===== config.mk =====
export PLATFORM = sky130hd
export DESIGN_NAME = pipelined_barrel_shifter
export DESIGN_NICKNAME = d
export VERILOG_FILES = /design/src/rtl/barrel_shift_pkg.sv /design/src/rtl/barrel_shift_stage.sv /design/src/rtl/pipelined_barrel_shifter.sv
export SDC_FILE = /design/constraint.sdc
export NUM_CORES = 1
export LEC_CHECK = 0
export CORE_ASPECT_RATIO = 0.9
export CORE_UTILIZATION = 61
export DETAILED_ROUTE_END_ITERATION = 8
export PLACE_DENSITY = 0.85
export SLEW_MARGIN = 20
export SYNTH_ARGS = -nofsm -noshare
export SYNTH_HDL_FRONTEND = slang
export SYNTH_SLANG_ARGS = --single-unit

===== constraint.sdc =====
create_clock -name clk -period 2.65 [get_ports clk]
set_clock_uncertainty 0.1 [all_clocks]
set_input_delay 0.53 -clock clk [delete_from_list [all_inputs] [get_ports clk]]
set_output_delay 0.53 -clock clk [all_outputs]
set_load 0.01 [all_outputs]

===== src/rtl/barrel_shift_pkg.sv =====
// barrel_shift_pkg: shift-mode encodings and the width legality check shared by the shifter.
package barrel_shift_pkg;
    localparam logic [1:0] MODE_LSL = 2'b00;
    localparam logic [1:0] MODE_LSR = 2'b01;
    localparam logic [1:0] MODE_ASR = 2'b10;
    localparam logic [1:0] MODE_ROL = 2'b11;

    function automatic bit width_ok(input int w);
        return w >= 2 && (w & (w - 1)) == 0;
    endfunction
endpackage


===== src/rtl/barrel_shift_stage.sv =====
// barrel_shift_stage: conditional shift by 2**STAGE followed by the stage register.
module barrel_shift_stage
    import barrel_shift_pkg::*;
#(
    parameter int WIDTH = 16,
    parameter int TAG_W = 4,
    parameter int STAGE = 0,
    localparam int SHW = $clog2(WIDTH)
) (
    input  logic             clk,
    input  logic             rst,
    input  logic             en,
    input  logic             in_valid,
    input  logic [WIDTH-1:0] in_data,
    input  logic [SHW-1:0]   in_amt,
    input  logic [1:0]       in_mode,
    input  logic [TAG_W-1:0] in_tag,
    output logic             out_valid,
    output logic [WIDTH-1:0] out_data,
    output logic [SHW-1:0]   out_amt,
    output logic [1:0]       out_mode,
    output logic [TAG_W-1:0] out_tag
);
    localparam int S = 1 << STAGE;

    logic [WIDTH-1:0] asr;
    logic [WIDTH-1:0] shifted;

    // Kept apart from the mux so the unsigned mux arms cannot turn >>> into a logical shift.
    always_comb asr = $signed(in_data) >>> S;

    always_comb
        shifted = !in_amt[STAGE]         ? in_data :
                  (in_mode == MODE_LSL)  ? in_data << S :
                  (in_mode == MODE_LSR)  ? in_data >> S :
                  (in_mode == MODE_ASR)  ? asr :
                                           (in_data << S) | (in_data >> (WIDTH - S));

    always_ff @(posedge clk) begin
        if (!rst) begin
            out_valid <= 1'b0;
            out_data  <= '0;
            out_amt   <= '0;
            out_mode  <= '0;
            out_tag   <= '0;
        end else if (en) begin
            out_valid <= in_valid;
            out_data  <= shifted;
            out_amt   <= in_amt;
            out_mode  <= in_mode;
            out_tag   <= in_tag;
        end
    end
endmodule


===== src/rtl/pipelined_barrel_shifter.sv =====
// pipelined_barrel_shifter: log2(WIDTH)-stage shifter (LSL/LSR/ASR/ROL) with a global-stall handshake.
module pipelined_barrel_shifter
    import barrel_shift_pkg::*;
#(
    parameter int WIDTH = 16,
    parameter int TAG_W = 4,
    localparam int SHW = $clog2(WIDTH)
) (
    input  logic             clk,
    input  logic             rst,
    input  logic             in_valid,
    output logic             in_ready,
    input  logic [WIDTH-1:0] in_data,
    input  logic [SHW-1:0]   in_amt,
    input  logic [1:0]       in_mode,
    input  logic [TAG_W-1:0] in_tag,
    output logic             out_valid,
    input  logic             out_ready,
    output logic [WIDTH-1:0] out_data,
    output logic [TAG_W-1:0] out_tag
);
    if (!width_ok(WIDTH) || TAG_W < 1) begin : g_bad_params
        $error("pipelined_barrel_shifter: WIDTH must be a power of two >= 2 and TAG_W >= 1");
    end

    logic             en;
    logic             v [SHW+1];
    logic [WIDTH-1:0] d [SHW+1];
    logic [SHW-1:0]   a [SHW+1];
    logic [1:0]       m [SHW+1];
    logic [TAG_W-1:0] t [SHW+1];

    // The whole pipe moves together; it only freezes when the output is held.
    assign en       = out_ready | ~out_valid;
    assign in_ready = en;

    assign v[0] = in_valid;
    assign d[0] = in_data;
    assign a[0] = in_amt;
    assign m[0] = in_mode;
    assign t[0] = in_tag;

    for (genvar k = 0; k < SHW; k++) begin : g_stage
        barrel_shift_stage #(.WIDTH(WIDTH), .TAG_W(TAG_W), .STAGE(k)) u_stage (
            .clk      (clk),
            .rst      (rst),
            .en       (en),
            .in_valid (v[k]),
            .in_data  (d[k]),
            .in_amt   (a[k]),
            .in_mode  (m[k]),
            .in_tag   (t[k]),
            .out_valid(v[k+1]),
            .out_data (d[k+1]),
            .out_amt  (a[k+1]),
            .out_mode (m[k+1]),
            .out_tag  (t[k+1])
        );
    end

    assign out_valid = v[SHW];
    assign out_data  = d[SHW];
    assign out_tag   = t[SHW];
endmodule

==> out/summary.txt <==
CP cell instances: clkdlybuf4s50_1, nor2b_4, inv_2, clkdlybuf4s50_1
Htree depth: 3
R2R depth: 4
GRT overflow: 0
Startpoint types: primary input
Post-layout util: 69.39%
Clock buffer depth: 2
I/O Buffers: 51
Die width: 97.92 um
Vias: 4,378
Die Y: 88.33 um
CTS Buf Count: 9
Max-slew headroom: 53.12%
Synth warn: 0
Clk sinks: 96
CTS tree: yes
Register area: 0.001922 sq mm
Tmin final: 2.423 ns
Family with the most delay on the worst path: buffers and inverters
CTS hold repair buffers: 0
Dpl hpwl: 7.423 mm
Crit path top cell by count: clkdlybuf4s50_1
Residual DRC: 2
Slowest Stage Delay on Critical Path: 0.56 ns
Pwr/cell area: 547.4 mW/mm^2
PostCTS Resize Cnt: 0
Tot GR Track Use: 27.45%
Reg2reg start: g_stage[3].u_stage.out_valid$_SDFFE_PN0P_
CP required: 2.02 ns
Core area: 0.008029 sq mm
Worst hold path class: reg -> reg
Setup violators final: 0
Slew Viols, Final: 0
Share of the synthesized area in the top cell type: 38.05%
Number of routed nets with antenna violations: 0
Row cnt: 31
Area of the mapped netlist: 0.005051 sq mm
Clk Latency, worst-skew pair: 0.38 ns
CP max FO: 4
Postcts setup bufs: 0
DRT Pass-1 Iters: 7
Vias in the first global route: 4,064
Hold endpoint: g_stage[1].u_stage.out_amt[3]$_SDFFE_PN0P_
# IOs: 52
Max_cap viols: 0
Diodes inserted: 0
Initial antenna violation count: 0
Initial core utilization: 62.91%
Final hold violation count: 0
First-pass GRT wire length: 19.19 mm
DR vias/cell: 6.166
Initial DRC count: 326
Worst path bufs/invs: 3
Failing checks: DRC
Critical path class: in -> out
Sequential area share after synthesis: 38.05%
DR WL/cell: 15.84 um
Critical Path AT: 1.79 ns
Area leader, netlist: dfxtp_1
Post-synth top flop: dfxtp_1
Crit path max-delay cell type: clkdlybuf4s50_1
Hold path depth: 2
Levels on crit path: 4
Max VDD drop: 0.3768 mV
Largest cells by area after synthesis: dfxtp_1 38%, mux2i_1 7.7%, nand2_1 7.7%
RSZ-0062 raised after global routing: false
Commonest non-fill, non-tap cell in the layout: nand2_1
RR Endpoint: g_stage[2].u_stage.out_data[12]$_SDFFE_PN0P_
Post-synth cell types: 43
Fillers: 672
Syn Nets: 640
Setup slack, reg-to-reg: 0.80 ns
Most frequent cells in the layout: 103 x nand2_1, 96 x dfxtp_1, 50 x clkdlybuf4s50_1, 44 x o21ai_0, 39 x mux2i_1
Multi-input logic area: 0.002693 sq mm
Layout cells sized above 1: 8.183%
Drt total wl: 11.25 mm
Clock Root Buffer: clkbuf_8
Sum of negative setup slack: 0 ns
Post-synth EDFFs: 0
Area Overhead vs Synth: 10.30%
GPL Wtd Cong: 0.8011
Fmax: 412.7 MHz
NumNets Final: 636
Ys async rst share: 0%
Slew @ Worst Pin: 0.7031 ns
Post-Syn Instances: 610
Die footprint: 0.008649 sq mm
Hold path start: g_stage[1].u_stage.out_amt[3]$_SDFFE_PN0P_
Largest net degree at the start of global routing: 120
CP Capture Type: output port
Syn_area_per_cell: 8.280 sq um
Period utilization: 91.44%
Clock slew at reported path FFs: 0.10 ns
Outcome: finished, violations left
Register bit total from synthesis: 96
Leak Pwr: 1.956 nW
-- report_power, final --
part / switching (mW) / leakage, nW / internal, mW
logic: 0.224 / 1.06 / 0.236
registers: 0.0988 / 0.791 / 1.54
clock network: 0.583 / 0.101 / 0.372
total: 0.907 / 1.96 / 2.14
-- registers in the layout, indices dropped and copies added (netlist names) --
name / flops
g_stage.u_stage.out_data: 64
g_stage.u_stage.out_tag: 16
g_stage.u_stage.out_amt: 6
g_stage.u_stage.out_mode: 6
g_stage.u_stage.out_valid: 4
-- tightest hold or removal path: stages, from the launching register on --
cell	delay [ns]
dfxtp_1	0.32
nand2_1	0.05
a21oi_1	0.05
-- Yosys cell counts, drive strengths merged (3+ instances only) --
library cell	instances
nor2b	6
dfxtp	96
o311ai	3
xnor2	3
buf	45
o31ai	4
nor2	22
mux2i	39
clkbuf	31
a31oi	7
inv	8
nand3	17
a32o	9
or2b	9
or3b	3
a221oi	13
nor3	18
nand2b	34
o211ai	14
o32ai	32
nand2	103
a21oi	32
o21ai	47
-- metrics by stage --
stage | instances | worst slack, ns | area [sq um] | hold WS [ns] | power (mW)
6_report | 710 | 0.2269 | 5572 | 0.3557 | 3.050
5_1_grt | 710 | 0.1841 | 5572 | 0.3798 | 3.185
4_1_cts | 710 | 0.2234 | 5572 | 0.3578 | 3.062
3_5_place_dp | 694 | 0.2059 | 5374 | 0.3445 | 2.122
3_3_place_gp | 694 | 0.2287 | 5374 | 0.3395 | 2.104
2_1_floorplan | 610 | 0.7525 | 5051 | 0.3321 | 1.984
-- layer usage --
metal | vias up | GRT usage, % | share of wire, %
met1 | 2052 | 36.21 | 46
met3 | 21 | 5.608 | 5.1
li1 | 2173 | - | -
met4 | 0 | 10.61 | 1.9
met5 | - | 0 | 0
met2 | 132 | 44.81 | 47
-- worst max path at each step --
stage,from,end,slack [ns]
floorplan,out_ready,in_ready,0.75
global placement,out_ready,in_ready,0.23
detailed placement,out_ready,g_stage[2].u_stage.out_data[12]$_SDFFE_PN0P_,0.21
CTS,out_ready,in_ready,0.22
global route,out_ready,in_ready,0.18
finish,out_ready,in_ready,0.23
-- cells by family (layout without fill, tap and decap cells) --
group	count (synthesis)	after routing	share of synthesized area, %
simple gates	219	219	20.71
compound gates	166	166	22.54
flops	96	96	38.05
buf+inv	84	85	8.794
mux	41	41	8.174
xor+xnor	4	4	1.734
-- layout make-up --
cell class	count	area share (%)
multi-input combinational	430	48.33
sequential	96	34.49
timing repair buffer	61	10.87
clock buffer	9	2.223
tap	99	2.223
clock inverter	7	1.325
inverter	8	0.5390
No activity file was read; power rests on OpenSTA's default activity.
